**src/rtl/pipeline_pkg.sv**
```systemverilog
// Shared types for the MEM pipeline stage: EX/MEM and MEM/WB bundles, the
// memory-access FSM states and the RV32 load/store funct3 encodings.
package pipeline_pkg;

  localparam logic [2:0] F3_B  = 3'b000;
  localparam logic [2:0] F3_H  = 3'b001;
  localparam logic [2:0] F3_W  = 3'b010;
  localparam logic [2:0] F3_BU = 3'b100;
  localparam logic [2:0] F3_HU = 3'b101;

  localparam logic [1:0] RESULT_MEM = 2'b01;

  typedef enum logic [1:0] {
    IDLE = 2'd0,
    REQ  = 2'd1,
    WAIT = 2'd2,
    DONE = 2'd3
  } mem_state_e;

  typedef struct packed {
    logic [31:0] ALUResult;
    logic [31:0] WriteData;
    logic        RegWrite;
    logic [1:0]  ResultSrc;
    logic        MemWrite;
    logic [2:0]  funct3;
    logic [31:0] PCPlus4;
    logic [4:0]  Rd;
    logic [31:0] ImmExt;
  } exmem_t;

  typedef struct packed {
    logic [31:0] ALUResult;
    logic [31:0] ReadData;
    logic        RegWrite;
    logic [1:0]  ResultSrc;
    logic [31:0] PCPlus4;
    logic [4:0]  Rd;
    logic [31:0] ImmExt;
  } memwb_t;

  // Halfwords need an even address, words a 4-byte aligned one.
  function automatic logic is_misaligned(input logic [2:0] f3, input logic [1:0] off);
    case (f3[1:0])
      2'b01:   return off[0];
      2'b10:   return off != 2'b00;
      default: return 1'b0;
    endcase
  endfunction

endpackage

```
**src/rtl/lsu_align.sv**
```systemverilog
// Byte-lane steering for the data memory port: store byte enables and data
// replication, plus load lane extraction with sign/zero extension.
module lsu_align
  import pipeline_pkg::*;
(
  input  logic [2:0]  st_funct3,
  input  logic [1:0]  st_off,
  input  logic [31:0] st_data,
  output logic [3:0]  st_be,
  output logic [31:0] st_wdata,
  input  logic [2:0]  ld_funct3,
  input  logic [1:0]  ld_off,
  input  logic [31:0] ld_rdata,
  output logic [31:0] ld_data
);

  logic [7:0]  rd_byte [4];
  logic [7:0]  sel_byte;
  logic [15:0] sel_half;

  for (genvar gi = 0; gi < 4; gi++) begin : g_lane
    assign rd_byte[gi] = ld_rdata[8*gi +: 8];
  end

  always_comb begin
    st_be    = 4'b1111;
    st_wdata = st_data;
    case (st_funct3)
      F3_B: begin
        st_be    = 4'b0001 << st_off;
        st_wdata = {4{st_data[7:0]}};
      end
      F3_H: begin
        st_be    = st_off[1] ? 4'b1100 : 4'b0011;
        st_wdata = {2{st_data[15:0]}};
      end
      default: begin
        st_be    = 4'b1111;
        st_wdata = st_data;
      end
    endcase
  end

  always_comb begin
    sel_byte = rd_byte[ld_off];
    sel_half = ld_off[1] ? ld_rdata[31:16] : ld_rdata[15:0];
    case (ld_funct3)
      F3_B:    ld_data = {{24{sel_byte[7]}}, sel_byte};
      F3_H:    ld_data = {{16{sel_half[15]}}, sel_half};
      F3_BU:   ld_data = {24'd0, sel_byte};
      F3_HU:   ld_data = {16'd0, sel_half};
      default: ld_data = ld_rdata;
    endcase
  end

endmodule

```
**src/rtl/mem_stage.sv**
```systemverilog
// MEM pipeline stage: stalls the pipe while a load/store runs over a
// valid/ready data-memory port. Define MISALIGN_TRAP_EN to trap misaligned H/W accesses.
module mem_stage
  import pipeline_pkg::*;
(
  input  logic        clk,
  input  logic        reset_n,
  input  exmem_t      inputs,
  output memwb_t      outputs,
  output logic [31:0] ALUResultM,
  output logic [4:0]  RdM,
  output logic        RegWriteM,
  output logic        StallM,
  output logic        dmem_req_valid,
  input  logic        dmem_req_ready,
  output logic [31:0] dmem_addr,
  output logic        dmem_we,
  output logic [3:0]  dmem_be,
  output logic [31:0] dmem_wdata,
  input  logic        dmem_rsp_valid,
  input  logic [31:0] dmem_rsp_rdata,
  output logic        MisalignM
);

  mem_state_e  state_q, state_d;
  logic [31:0] addr_q, addr_d;
  logic [3:0]  be_q, be_d;
  logic [31:0] wdata_q, wdata_d;
  logic        we_q, we_d;
  logic [2:0]  funct3_q, funct3_d;
  logic [1:0]  off_q, off_d;
  logic [31:0] rdata_q, rdata_d;

  logic        mem_op;
  logic        misalign;
  logic        start;
  logic        trap;
  logic [3:0]  st_be;
  logic [31:0] st_wdata;
  logic [31:0] ld_data;

  assign mem_op = inputs.MemWrite || (inputs.ResultSrc == RESULT_MEM);

`ifdef MISALIGN_TRAP_EN
  assign misalign = mem_op && is_misaligned(inputs.funct3, inputs.ALUResult[1:0]);
`else
  assign misalign = 1'b0;
`endif

  // Stall must be combinational in IDLE so the EX/MEM register holds the op on its first cycle.
  assign start = (state_q == IDLE) && mem_op && !misalign;
  assign trap  = reset_n && (state_q == IDLE) && misalign;

  lsu_align u_lsu_align (
    .st_funct3 (inputs.funct3),
    .st_off    (inputs.ALUResult[1:0]),
    .st_data   (inputs.WriteData),
    .st_be     (st_be),
    .st_wdata  (st_wdata),
    .ld_funct3 (funct3_q),
    .ld_off    (off_q),
    .ld_rdata  (rdata_q),
    .ld_data   (ld_data)
  );

  always_comb begin
    state_d  = state_q;
    addr_d   = addr_q;
    be_d     = be_q;
    wdata_d  = wdata_q;
    we_d     = we_q;
    funct3_d = funct3_q;
    off_d    = off_q;
    rdata_d  = rdata_q;
    case (state_q)
      IDLE: begin
        if (start) begin
          state_d  = REQ;
          addr_d   = {inputs.ALUResult[31:2], 2'b00};
          be_d     = st_be;
          wdata_d  = st_wdata;
          we_d     = inputs.MemWrite;
          funct3_d = inputs.funct3;
          off_d    = inputs.ALUResult[1:0];
        end
      end
      REQ: begin
        // A response arriving with the handshake is deliberately not sampled.
        if (dmem_req_ready) begin
          state_d = we_q ? DONE : WAIT;
        end
      end
      WAIT: begin
        if (dmem_rsp_valid) begin
          rdata_d = dmem_rsp_rdata;
          state_d = DONE;
        end
      end
      DONE: begin
        state_d = IDLE;
      end
      default: begin
        state_d = IDLE;
      end
    endcase
  end

  always_ff @(posedge clk or negedge reset_n) begin
    if (!reset_n) begin
      state_q  <= IDLE;
      addr_q   <= '0;
      be_q     <= '0;
      wdata_q  <= '0;
      we_q     <= 1'b0;
      funct3_q <= '0;
      off_q    <= '0;
      rdata_q  <= '0;
    end else begin
      state_q  <= state_d;
      addr_q   <= addr_d;
      be_q     <= be_d;
      wdata_q  <= wdata_d;
      we_q     <= we_d;
      funct3_q <= funct3_d;
      off_q    <= off_d;
      rdata_q  <= rdata_d;
    end
  end

  assign StallM         = reset_n && (start || (state_q == REQ) || (state_q == WAIT));
  assign dmem_req_valid = (state_q == REQ);
  assign dmem_addr      = addr_q;
  assign dmem_we        = we_q;
  assign dmem_be        = be_q;
  assign dmem_wdata     = wdata_q;
  assign MisalignM      = trap;

  always_comb begin
    outputs.ALUResult = inputs.ALUResult;
    outputs.ReadData  = ((state_q == DONE) && !we_q) ? ld_data : 32'd0;
    outputs.RegWrite  = inputs.RegWrite && !trap;
    outputs.ResultSrc = inputs.ResultSrc;
    outputs.PCPlus4   = inputs.PCPlus4;
    outputs.Rd        = inputs.Rd;
    outputs.ImmExt    = inputs.ImmExt;
  end

  assign ALUResultM = inputs.ALUResult;
  assign RdM        = inputs.Rd;
  assign RegWriteM  = outputs.RegWrite;

endmodule
```
**config.mk**
```make
export PLATFORM = sky130hd
export DESIGN_NAME = mem_stage
export DESIGN_NICKNAME = d
export VERILOG_FILES = /design/src/rtl/pipeline_pkg.sv /design/src/rtl/lsu_align.sv /design/src/rtl/mem_stage.sv
export SDC_FILE = /design/constraint.sdc
export NUM_CORES = 1
export LEC_CHECK = 0
export ABC_CLOCK_PERIOD_IN_PS = 1800
export BUFFER_PORTS_ARGS = -buffer_cell sky130_fd_sc_hd__buf_2
export CORE_AREA = 2 2 165 167
export CTS_CLUSTER_SIZE = 40
export DETAILED_ROUTE_END_ITERATION = 7
export DIE_AREA = 0 0 167 169
export PLACE_DENSITY = 0.52
export SLEW_MARGIN = 20
export SYNTH_ARGS = -nofsm -noshare
export SYNTH_HDL_FRONTEND = slang
export SYNTH_HIERARCHICAL = 1
export SYNTH_SLANG_ARGS = --single-unit
```
**constraint.sdc**
```tcl
create_clock -name clk -period 1.8 [get_ports clk]
set_input_delay 0.09 -clock clk [delete_from_list [all_inputs] [get_ports clk]]
set_output_delay 0.09 -clock clk [all_outputs]
set_load 0.005 [all_outputs]
```
==> impl_results.md, run 1 <==
* Min setup slack post-route at -0.338 ns
* Multi-input gate area at 0.00283 sq mm
* Maximum fanout count along the critical path at 15
* Worst slew margin at between 60% and 70%
* Maximum clock rate at about 0.47 GHz
* Overall Global Routing Usage at roughly 14%
* Pin slew with the least headroom to its limit at 0.544 ns
* Fraction of the cycle the final worst path needs at 119%
* WS Path Type: reg2out
* Port Buffer Count at between 200 and 300
* Post-synthesis register bit count at 106
* Parity-gate share of the synthesized area counting xor and xnor cells at 0%
* Run status: finished, violations left
* Number of clock sinks at approximately 110
* Total number of placement rows at 60
* Total power divided by cell area at ~1600 mW/mm^2
* Growth of design area from synthesis to finish at 33.9%
* Dominant combinational cell family by area after synthesis: multiplexers
* Area of the core at about 0.027 sq mm
* Clock tree from TritonCTS: built
* Final number of hold-violating endpoints at 0
* Cell breakdown of the critical path: mux4_2, nand3_4, buf_12, o211ai_1, and2_1, buf_2
* Filler cell count in the final layout at roughly 2700
* Mean number of vias per cell at between 4 and 5
* Inserted Diodes at 0
* Cell area after placement at between 0.007 and 0.008 sq mm
* Total number of vias at roughly 5000
* Leakage Power at between 4 and 5 nW
* Cell Int Power at approximately 9 mW
* DR WL/cell at 17.3 um
* Adder and majority cell fraction of the synthesized area at less than 1%
* Share of the synthesized area in compound gates (AO/OA/AOI/OAI) at 4.68%
* Critical path launch point type: register
* Cell type of the slowest stage on the worst timing path: sky130_fd_sc_hd__mux4_2
* Iteration count of the initial detailed-routing pass at 4
* Setup violators final at 32
* Global-route wire length before repair at 29800 um
* Switching pwr at 5.06 mW
* RD Place Congestion at roughly 0.73
* Antenna violations before repair at 0
* Count of cell types in the netlist at 36
* Max-Cap Viols at 0
* Portion of total power attributed to combinational logic at 53.9%
* DRC marker count from the first detailed-route iteration at about 110
* Half-perimeter wire length after placement at 14600 um
* Number of standard cells in the final layout excluding fillers at 1163
* Peak ir drop on the vdd network at 544 uV
* Via count of the first global-routing pass at between 5000 and 6000
* Layout cell share with drive strength beyond 1 at between 50 and 60%
* Overall power at around 14 mW
* Residual DRC at 0
* Register share of total power at 31.5%
* Multiplexer area fraction after synthesis at between 20% and 30%
* Final net count at between 900 and 1000
* Root buf cell: sky130_fd_sc_hd__clkbuf_16
* Area used by sequential logic in the layout at between 0.002 and 0.003 sq mm
* Sequential element share of the synthesized area at about two fifths
* Clock-pin transition on the worst setup and hold timing paths at 0.07 ns
* Die boundary height at about 170 um
* Largest incremental delay on the critical path at between 0.5 and 0.6 ns
* Failing checks: negative setup slack
* Clock Tree Buf Depth at 2
* Setup repair after global routing missed its margin: yes
* Num CTS Buffers at 9
* Net Sw Frac at 35.9%
* Class of the worst hold path: in2reg
* Floorplan die area at between 0.02 and 0.03 sq mm
* Simple-Gate Fraction of Synth Area at 9.28%
* Pins Over Slew Limit at 0
* Final worst clock skew at 0.00790 ns
* Required time worst endpoint at approximately 1.7 ns
* Synthesis warning total at 6
* Clock H-tree levels at 3
* Arrival time reported for the critical path endpoint at roughly 2.1 ns
* Post-Route WL at ~20000 um
* Final Instance Area at roughly 0.0088 sq mm
* Combined area of all synthesized cells at about 0.0066 sq mm
* Initial core utilization at 24.9%
* Final antenna-violating net count at 0
* Overflow left after global routing at 0
* Die X at between 150 and 200 um
* Post-Synthesis Cells at 600
* Kind of capture point of the worst setup path: primary output
* Post-layout min period at ~2.1 ns
* TNS Setup at -8.50 ns
* Mean post-synth cell area at between 10 and 15 sq um
* Maximum number of pins on one net before global-route repair at 34
* I/O pin count at between 400 and 500
* Later-pin clock latency in the skew report at approximately 0.35 ns
* Clock power share at 14.6%
* Placed Cells incl. Taps at around 1100
-- cell usage after synthesis, drive strengths merged --
| cell | number | area share, % |
|---|---|---|
| nand2b | 4 | 0.38 |
| nand3b | 9 | 1.0 |
| inv | 7 | 0.40 |
| nor3 | 1 | 0.15 |
| clkbuf | 10 | 0.57 |
| ha | 4 | 0.76 |
| a21oi | 16 | 1.2 |
| o22a | 10 | 1.3 |
| nand3 | 17 | 1.4 |
| a41oi | 1 | 0.13 |
| dfrtp | 106 | 40 |
| o311a | 1 | 0.15 |
| nor2b | 10 | 1.1 |
| mux4 | 1 | 0.34 |
| nor2 | 13 | 0.78 |
| nand2 | 24 | 1.4 |
| and2 | 33 | 3.2 |
| buf | 171 | 20 |
| mux2i | 21 | 3.2 |
| mux2 | 123 | 21 |
| o21ai | 8 | 0.78 |
| o2bb2a | 1 | 0.15 |
| o211ai | 4 | 0.45 |
| conb | 1 | 0.057 |
| a22oi | 1 | 0.11 |
| a2bb2oi | 1 | 0.13 |
| a21boi | 1 | 0.11 |
| a21o | 1 | 0.11 |
-- critical path, delay by kind of cell, from the launching register on --
kind / cells / cell delay [ns]
flops: 1 / 0.42
compound gates: 1 / 0.14
simple gates: 2 / 0.31
mux: 1 / 0.57
buf+inv: 2 / 0.27
-- logic make-up (layout without fill, tap and decap cells) --
family | count (synthesis) | in the layout
buffers and inverters | 188 | 408
multiplexers | 145 | 145
adder cells (fa/ha/maj) | 4 | 4
flip-flops | 106 | 106
AO/OA/AOI/OAI | 45 | 45
AND/OR/NAND/NOR | 111 | 111
other | 1 | 3
-- power groups by stage --
stage,combinational (mW),sequential (mW),clock [mW]
floorplan,3.88,4.33,0
global route,8.28,4.62,2.24
CTS,7.36,4.44,2.15
global placement,6.50,4.38,0
detailed placement,6.50,4.42,0
finish,7.58,4.44,2.05
-- registers in the layout, indices dropped and copies added (netlist names) --
name	cells
dmem_wdata	32
rdata_q	32
dmem_addr	30
dmem_be	4
funct3_q	3
off_q	2
state_q	2
dmem_we	1
-- layer usage --
layer	routed length, um	share of wire (%)	track usage (%)
met2	10800	54	25.5
met5	0	0	0
met3	1180	5.9	3.58
met1	7360	37	14.5
met4	782	3.9	7.01
-- stage by stage --
step / worst slack, ns / utilization [%] / hold WS [ns]
detailed placement: -0.0115 / 27.9 / -0.0313
CTS: -0.368 / 32.5 / 0.000137
floorplan: 0.261 / - / -0.206
global placement: 0.00267 / 27.9 / -0.0275
global route: -0.429 / 33.4 / 0.0121
finish: -0.338 / 33.4 / 0.0154
-- cell usage in the layout, fill, tap and decap left out, types with 4 or more instances in the layout --
| cell type | instances |
|---|---|
| sky130_fd_sc_hd__buf_2 | 270 |
| sky130_fd_sc_hd__mux2_2 | 115 |
| sky130_fd_sc_hd__dfrtp_1 | 106 |
| sky130_fd_sc_hd__dlygate4sd3_1 | 63 |
| sky130_fd_sc_hd__and2_1 | 31 |
| sky130_fd_sc_hd__buf_4 | 29 |
| sky130_fd_sc_hd__nand2_1 | 23 |
| sky130_fd_sc_hd__nor2_1 | 12 |
| sky130_fd_sc_hd__buf_12 | 12 |
| sky130_fd_sc_hd__mux2i_1 | 12 |
| sky130_fd_sc_hd__o22a_1 | 10 |
| sky130_fd_sc_hd__clkbuf_16 | 10 |
| sky130_fd_sc_hd__a21oi_1 | 10 |
| sky130_fd_sc_hd__nand3b_1 | 9 |
| sky130_fd_sc_hd__nand3_1 | 9 |
| sky130_fd_sc_hd__buf_6 | 8 |
| sky130_fd_sc_hd__mux2i_4 | 8 |
| sky130_fd_sc_hd__nor2b_1 | 8 |
| sky130_fd_sc_hd__mux2_1 | 6 |
| sky130_fd_sc_hd__a21oi_2 | 5 |
| sky130_fd_sc_hd__nand3_2 | 5 |
| sky130_fd_sc_hd__o21ai_0 | 5 |
| sky130_fd_sc_hd__inv_1 | 4 |
| sky130_fd_sc_hd__nand2b_1 | 4 |
| sky130_fd_sc_hd__o211ai_1 | 4 |
-- final timing paths --
check,slack (ns),start,cells past startpoint,end
worst min register to register,0.49,dmem_wdata[21],1,dmem_wdata[21]
max in group asynchronous,0.93,reset_n,3,state_q[0]
worst min-delay path,0.02,dmem_rsp_rdata[31],2,rdata_q[31]
min in group asynchronous,0.13,reset_n,2,dmem_wdata[12]
worst max-delay path,-0.34,off_q[1],6,outputs[82]
worst max register to register,0.09,state_q[1],7,dmem_be[2]
-- timing repair --
action / 4_1_cts / 5_1_grt
gates resized for setup: 34 / 28
hold endpoints to repair: 101 / 1
setup buffers: 13 / 9
hold buffers: 62 / 1
cloned: 1 / 1
pin swaps: 4 / 15
setup endpoints to repair: 33 / 33
-- layout make-up --
class	count	share of cell area, %
inverter	7	0.396
multi-input combinational	308	32.0
sequential	106	30.0
tap	341	4.83
timing repair buffer	385	29.4
clock inverter	5	0.708
clock buffer	11	2.63
No activity file was read; power rests on OpenSTA's default activity.
==> inputs of run 2 (changes only) <==
--- a/config.mk
+++ b/config.mk
@@ -5,8 +5,8 @@
 export SDC_FILE = /design/constraint.sdc
 export NUM_CORES = 1
 export LEC_CHECK = 0
-export ABC_CLOCK_PERIOD_IN_PS = 1800
-export BUFFER_PORTS_ARGS = -buffer_cell sky130_fd_sc_hd__buf_2
+export ABC_CLOCK_PERIOD_IN_PS = 2400
+export BUFFER_PORTS_ARGS = -buffer_cell sky130_fd_sc_hd__clkbuf_2
 export CORE_AREA = 2 2 165 167
 export CTS_CLUSTER_SIZE = 40
 export DETAILED_ROUTE_END_ITERATION = 7
==> constraint.sdc (replaced) <==
create_clock -name clk -period 2.4 [get_ports clk]
set_input_delay 0.12 -clock clk [delete_from_list [all_inputs] [get_ports clk]]
set_output_delay 0.12 -clock clk [all_outputs]
set_load 0.005 [all_outputs]
==> run 2 against run 1 <==
  * The flow now finishes without violations
  * Critical path depth grew 1
  * Flip-flop and latch count is the same
  * Routed wire length shrank 7.2%
  * Critical path type unchanged
  * Critical endpoint is now outputs[88]
  * Largest power group unchanged
==> impl_results.md, run 2 (same netlist as run 1, synthesis figures left out) <==
* Kind of capture point of the worst setup path: primary output
* Num CTS Buffers at 9 (unchanged)
* Final number of hold-violating endpoints at 0 (unchanged)
* Critical path launch point type: register
* Min setup slack post-route at 0.184 ns (+0.522 ns)
* Overflow left after global routing at 0 (unchanged)
* Pins Over Slew Limit at 0 (unchanged)
* Antenna violations before repair at 0 (unchanged)
* I/O pin count at 422 (unchanged)
* Class of the worst hold path: in2reg
* Area of the core at 0.0265 sq mm (unchanged)
* Required time worst endpoint at 2.28 ns (+0.57 ns)
* Cell type of the slowest stage on the worst timing path: sky130_fd_sc_hd__mux2_2
* Residual DRC at 0 (unchanged)
* Total power divided by cell area at 1180 mW/mm^2 (-26%)
* Root buf cell: sky130_fd_sc_hd__clkbuf_16
* Final worst clock skew at 0.0112 ns (+0.00330 ns)
* Final antenna-violating net count at 0 (unchanged)
* Clock H-tree levels at 3 (unchanged)
* Multi-input gate area at 0.00260 sq mm (-8.0%)
* Maximum clock rate at roughly 0.45 GHz
* Area used by sequential logic in the layout at 0.00265 sq mm (unchanged)
* Overall Global Routing Usage at 13.0% (-0.83 points)
* Worst path most repeated cell: sky130_fd_sc_hd__buf_4
* Mean number of vias per cell at 4.28 (+0.19%)
* Layout cell share with drive strength beyond 1 at 57.1% (-2.6 points)
* Maximum number of pins on one net before global-route repair at 61 (+79%)
* WS Path Type: reg2out
* Arrival time reported for the critical path endpoint at 2.10 ns (+0.05 ns)
* Port Buffer Count at 272 (unchanged)
* TNS Setup at 0 ns (+8.50 ns)
* Total number of placement rows at 60 (unchanged)
* Run status: finished, final reports clean
* Later-pin clock latency in the skew report at 0.35 ns (about the same)
* Pin slew with the least headroom to its limit at 0.785 ns (+0.241 ns)
* Setup repair after global routing missed its margin: no
* Number of clock sinks at 106 (unchanged)
* Leading cell types in the layout, fill and taps excluded: 271 x sky130_fd_sc_hd__clkbuf_2, 117 x sky130_fd_sc_hd__mux2_2, 106 x sky130_fd_sc_hd__dfrtp_1
* Leakage Power at 3.85 nW (-9.5%)
* Growth of design area from synthesis to finish at 17.8%
* Post-Route WL at 18700 um (-7.2%)
* Max-Cap Viols at 0 (unchanged)
* Cell breakdown of the critical path: buf_4, mux2_2, nand3b_1, buf_4, nand3_1, and2_1, clkbuf_2
* Global-route wire length before repair at 28100 um (-5.9%)
* Total number of vias at 4669 (-5.9%)
* Clock-pin transition on the worst setup and hold timing paths at 0.08 ns (about the same)
* Post-layout min period at approximately 2.2 ns
* Initial core utilization at 24.9% (unchanged)
* Peak ir drop on the vdd network at 436 uV (-20%)
* Clock tree from TritonCTS: built
* Die X at 167 um (unchanged)
* Post-CTS sizing at 0 (-100%)
* Overall power at 9.20 mW (-35%)
* Worst slew margin at 47.5% (-16 points)
* Floorplan die area at 0.0282 sq mm (unchanged)
* Fraction of the cycle the final worst path needs at between 90 and 100%
* Maximum fanout count along the critical path at 18 (+3)
* Final net count at 926 (-7.1%)
* Via count of the first global-routing pass at 4790 (-6.8%)
* Clock Tree Buf Depth at 2 (unchanged)
* Setup violators final at 0 (-100%)
* DR WL/cell at 17.1 um (-1.2%)
* Inserted Diodes at 0 (unchanged)
* Half-perimeter wire length after placement at 14300 um (-1.6%)
* Iteration count of the initial detailed-routing pass at 4 (unchanged)
* Largest incremental delay on the critical path at 0.38 ns (-0.19 ns)
* Worst Setup Slack post-DPL at 0.499 ns (+0.510 ns)
* Die boundary height at 169 um (unchanged)
* Commonest non-fill, non-tap cell in the layout: sky130_fd_sc_hd__clkbuf_2
* DRC marker count from the first detailed-route iteration at 155 (+44%)
* Filler cell count in the final layout at 2788 (+2.7%)
* RD Place Congestion at 0.736 (+0.31%)
run 2: per-stage QoR:
step / utilization [%] / hold slack (ns) / instances / area [sq um]
6_report: 29.4 / 0.0102 / 1092 / 7780
5_1_grt: 29.4 / 0.00911 / 1092 / 7780
4_1_cts: 29.4 / 0.000676 / 1092 / 7780
3_5_place_dp: 27.3 / 0.184 / 1050 / 7230
3_3_place_gp: 27.3 / 0.187 / 1050 / 7230
2_1_floorplan: - / -0.176 / 602 / 6610
run 2: where the power goes:
part           leakage [nW]  internal (mW)  switching, mW
clock                 0.141          0.745          0.720
combinational          2.47           2.35           2.05
sequential             1.24           2.71          0.628
run 2: worst max-delay path, delay by kind of cell (launching register included):
kind,cells,cell delay (ns)
mux,1,0.38
buf+inv,3,0.61
flops,1,0.37
simple gates,3,0.38
run 2: path summary, 6_finish.rpt:
path | start | end | slack [ns] | cells past startpoint
setup / recovery | off_q[1] | outputs[88] | 0.18 | 7
hold / removal | dmem_rsp_rdata[9] | rdata_q[9] | 0.01 | 2
setup reg to reg | state_q[0] | dmem_addr[2] | 0.52 | 5
hold reg to reg | dmem_wdata[21] | dmem_wdata[21] | 0.51 | 1
max in group asynchronous | reset_n | dmem_addr[17] | 1.52 | 3
min in group asynchronous | reset_n | dmem_wdata[18] | 0.31 | 3
run 2: area by class of cell:
type | count | area share, %
inverters | 7 | 0.338
well taps | 341 | 5.48
clock inverters | 6 | 0.643
clock buffers | 10 | 3.07
multi-input cells | 308 | 33.5
flip-flops and latches | 106 | 34.1
repair buffers | 314 | 22.9
run 2: repair_timing:
item / in CTS / in global routing
hold buffers: 26 / 0
buffers inserted: 0 / 0
setup endpoints to repair: 0 / 0
endpoints found under the hold margin: 131 / 0
run 2: per-layer routing:
layer	GRT usage [%]	up-vias	routed length (um)
li1	-	2171	-
met1	14.2	2240	6830
met2	22.7	181	9530
met3	3.39	77	1250
met4	8.10	0	1040
met5	0	-	0
==> inputs of run 3 (changes only) <==
--- a/config.mk
+++ b/config.mk
@@ -5,7 +5,7 @@
 export SDC_FILE = /design/constraint.sdc
 export NUM_CORES = 1
 export LEC_CHECK = 0
-export ABC_CLOCK_PERIOD_IN_PS = 2400
+export ABC_CLOCK_PERIOD_IN_PS = 2360
 export BUFFER_PORTS_ARGS = -buffer_cell sky130_fd_sc_hd__clkbuf_2
 export CORE_AREA = 2 2 165 167
 export CTS_CLUSTER_SIZE = 40
==> constraint.sdc (replaced) <==
create_clock -name clk -period 2.36 [get_ports clk]
set_input_delay 0.118 -clock clk [delete_from_list [all_inputs] [get_ports clk]]
set_output_delay 0.118 -clock clk [all_outputs]
set_load 0.005 [all_outputs]
==> run 3 against run 2 <==
  * Global-route usage down 0.057 points
  * Clock-buffer cell count up 1
  * Clock power up 15%
  * Largest power group unchanged
  * Power up 4.1%
  * Die area unchanged
  * Worst setup slack worse by 0.088 ns
  * Final area up 0.26%
==> impl_results.md, run 3 (same netlist as run 1, synthesis figures left out) <==
* Maximum fanout count along the critical path at 18 (unchanged)
* Number of standard cells in the final layout excluding fillers at 1087 (-0.46%)
* Kind of capture point of the worst setup path: primary output
* Pin slew with the least headroom to its limit at 0.878 ns (+0.0933 ns)
* DRC marker count from the first detailed-route iteration at 111 (-28%)
* Clock H-tree levels at 3 (unchanged)
* Die boundary height at 169 um (unchanged)
* Cell type of the slowest stage on the worst timing path: sky130_fd_sc_hd__mux2_2
* Post-layout min period at 2.26 ns
* Clock tree from TritonCTS: built
* Die X at 167 um (unchanged)
* Overflow left after global routing at 0 (unchanged)
* DR WL/cell at 17.3 um (+1.6%)
* Initial core utilization at 24.9% (unchanged)
* Antenna violations before repair at 0 (unchanged)
* Setup violators final at 0 (unchanged)
* Class of the worst hold path: in2reg
* Worst path most repeated cell: sky130_fd_sc_hd__buf_4
* Post-CTS setup repair buffer count at 0 (unchanged)
* Num CTS Buffers at 9 (unchanged)
* Max-Cap Viols at 0 (unchanged)
* Final antenna-violating net count at 0 (unchanged)
* Total number of vias at 4642 (-0.58%)
* Worst slew margin at 41.2% (-6.2 points)
* Fraction of the cycle the final worst path needs at 95.9%
* Post-Route WL at 18900 um (+1.1%)
* Via count of the first global-routing pass at 4691 (-2.1%)
* Mean number of vias per cell at 4.27 (-0.12%)
* Growth of design area from synthesis to finish at 18.1%
* Root buf cell: sky130_fd_sc_hd__clkbuf_16
* Inserted Diodes at 0 (unchanged)
* Global-route wire length before repair at 27700 um (-1.5%)
* Overall Global Routing Usage at 13.0% (-0.057 points)
* RD Place Congestion at 0.752 (+2.2%)
* Residual DRC at 0 (unchanged)
* Largest incremental delay on the critical path at 0.38 ns (about the same)
* Later-pin clock latency in the skew report at 0.35 ns (about the same)
* Half-perimeter wire length after placement at 14500 um (+1.2%)
* Cell area after placement at 0.00724 sq mm (about the same)
* Clock-pin transition on the worst setup and hold timing paths at 0.07 ns (about the same)
* Total power divided by cell area at 1230 mW/mm^2 (+3.8%)
* Placed Cells incl. Taps at 1049 (-0.095%)
* Pins Over Slew Limit at 0 (unchanged)
* Final worst clock skew at 0.00528 ns (-0.00592 ns)
* WS Path Type: reg2out
* Number of clock sinks at 106 (unchanged)
* Clock Tree Buf Depth at 2 (unchanged)
* Total number of placement rows at 60 (unchanged)
* Leading cell types in the layout, fill and taps excluded: 271 x sky130_fd_sc_hd__clkbuf_2, 117 x sky130_fd_sc_hd__mux2_2, 106 x sky130_fd_sc_hd__dfrtp_1
* Required time worst endpoint at 2.24 ns (-0.04 ns)
* Setup repair after global routing missed its margin: no
* Port Buffer Count at 272 (unchanged)
* I/O pin count at 422 (unchanged)
* Run status: finished, final reports clean
* Area of the core at 0.0265 sq mm (unchanged)
* Cell breakdown of the critical path: buf_4, mux2_2, nand3b_1, buf_4, nand3_1, and2_1, clkbuf_2
* Leakage Power at 3.86 nW (+0.27%)
* Peak ir drop on the vdd network at 395 uV (-9.3%)
* Floorplan die area at 0.0282 sq mm (unchanged)
* Commonest non-fill, non-tap cell in the layout: sky130_fd_sc_hd__clkbuf_2
* Maximum clock rate at roughly 0.44 GHz
* Iteration count of the initial detailed-routing pass at 4 (unchanged)
* TNS Setup at 0 ns (unchanged)
* Maximum number of pins on one net before global-route repair at 62 (+1.6%)
* Final net count at 922 (-0.43%)
* Final number of hold-violating endpoints at 0 (unchanged)
* Arrival time reported for the critical path endpoint at 2.15 ns (+0.05 ns)
* Layout cell share with drive strength beyond 1 at 57.2% (+0.11 points)
* Critical path launch point type: register
* Final Instance Area at 0.00780 sq mm (+0.26%)
-- run 3: cell types whose count changed in the layout (fill, tap and decap cells not counted), moves of 2 or more --
| cell | previous run | this run |
|---|---|---|
| sky130_fd_sc_hd__dlygate4sd3_1 | 26 | 23 |
| sky130_fd_sc_hd__bufinv_16 | 0 | 2 |
| sky130_fd_sc_hd__buf_4 | 14 | 12 |
| sky130_fd_sc_hd__clkinv_4 | 3 | 0 |
-- run 3: metrics by stage --
step	worst slack [ns]	util [%]	hold slack (ns)	power [mW]
CTS	0.0400	29.4	0.00244	9.78
finish	0.0961	29.4	0.0211	9.58
global placement	0.451	27.3	0.186	7.94
global route	0.0222	29.4	0.00274	10.3
detailed placement	0.413	27.3	0.187	7.99
floorplan	0.793	-	-0.178	6.26
-- run 3: repair_timing --
action                                  CTS  global route
endpoints found under the hold margin   128             0
hold buffers                             23             0
gates resized for setup                   0             1
endpoints found under the setup margin    0             1
-- run 3: worst max-delay path, delay by kind of cell, from the launching register on --
family | cells | cell delay (ns)
buf+inv | 3 | 0.60
simple gates | 3 | 0.47
mux | 1 | 0.38
flops | 1 | 0.37
-- run 3: cell type report --
class                   instances  area (sq um)
clock buffers                  11           253
clock inverters                 4          73.8
well taps                     341           427
multi-input cells             308          2610
inverters                       7          26.3
fillers                      2834         18700
flip-flops and latches        106          2650
repair buffers                310          1760
-- run 3: metal layers --
layer  GRT usage, %  share of wire, %
met5              0                 0
met4           7.65               5.1
met3           3.23               6.0
met2           23.5                52
met1           13.6                37
-- run 3: worst paths after layout --
| check | startpoint | end | slack, ns | cells past startpoint |
|---|---|---|---|---|
| setup / recovery | off_q[1] | outputs[88] | 0.1 | 7 |
| hold reg to reg | dmem_wdata[21] | dmem_wdata[21] | 0.50 | 1 |
| setup reg to reg | state_q[0] | dmem_addr[2] | 0.46 | 5 |
| min in group asynchronous | reset_n | dmem_wdata[3] | 0.34 | 3 |
| max in group asynchronous | reset_n | dmem_addr[17] | 1.48 | 3 |
| hold / removal | dmem_rsp_rdata[20] | rdata_q[20] | 0.02 | 2 |
-- run 3: power by group --
group | internal [mW] | leakage [nW] | switching [mW]
combinational | 2.39 | 2.46 | 2.09
sequential | 2.76 | 1.24 | 0.652
clock | 0.986 | 0.162 | 0.703
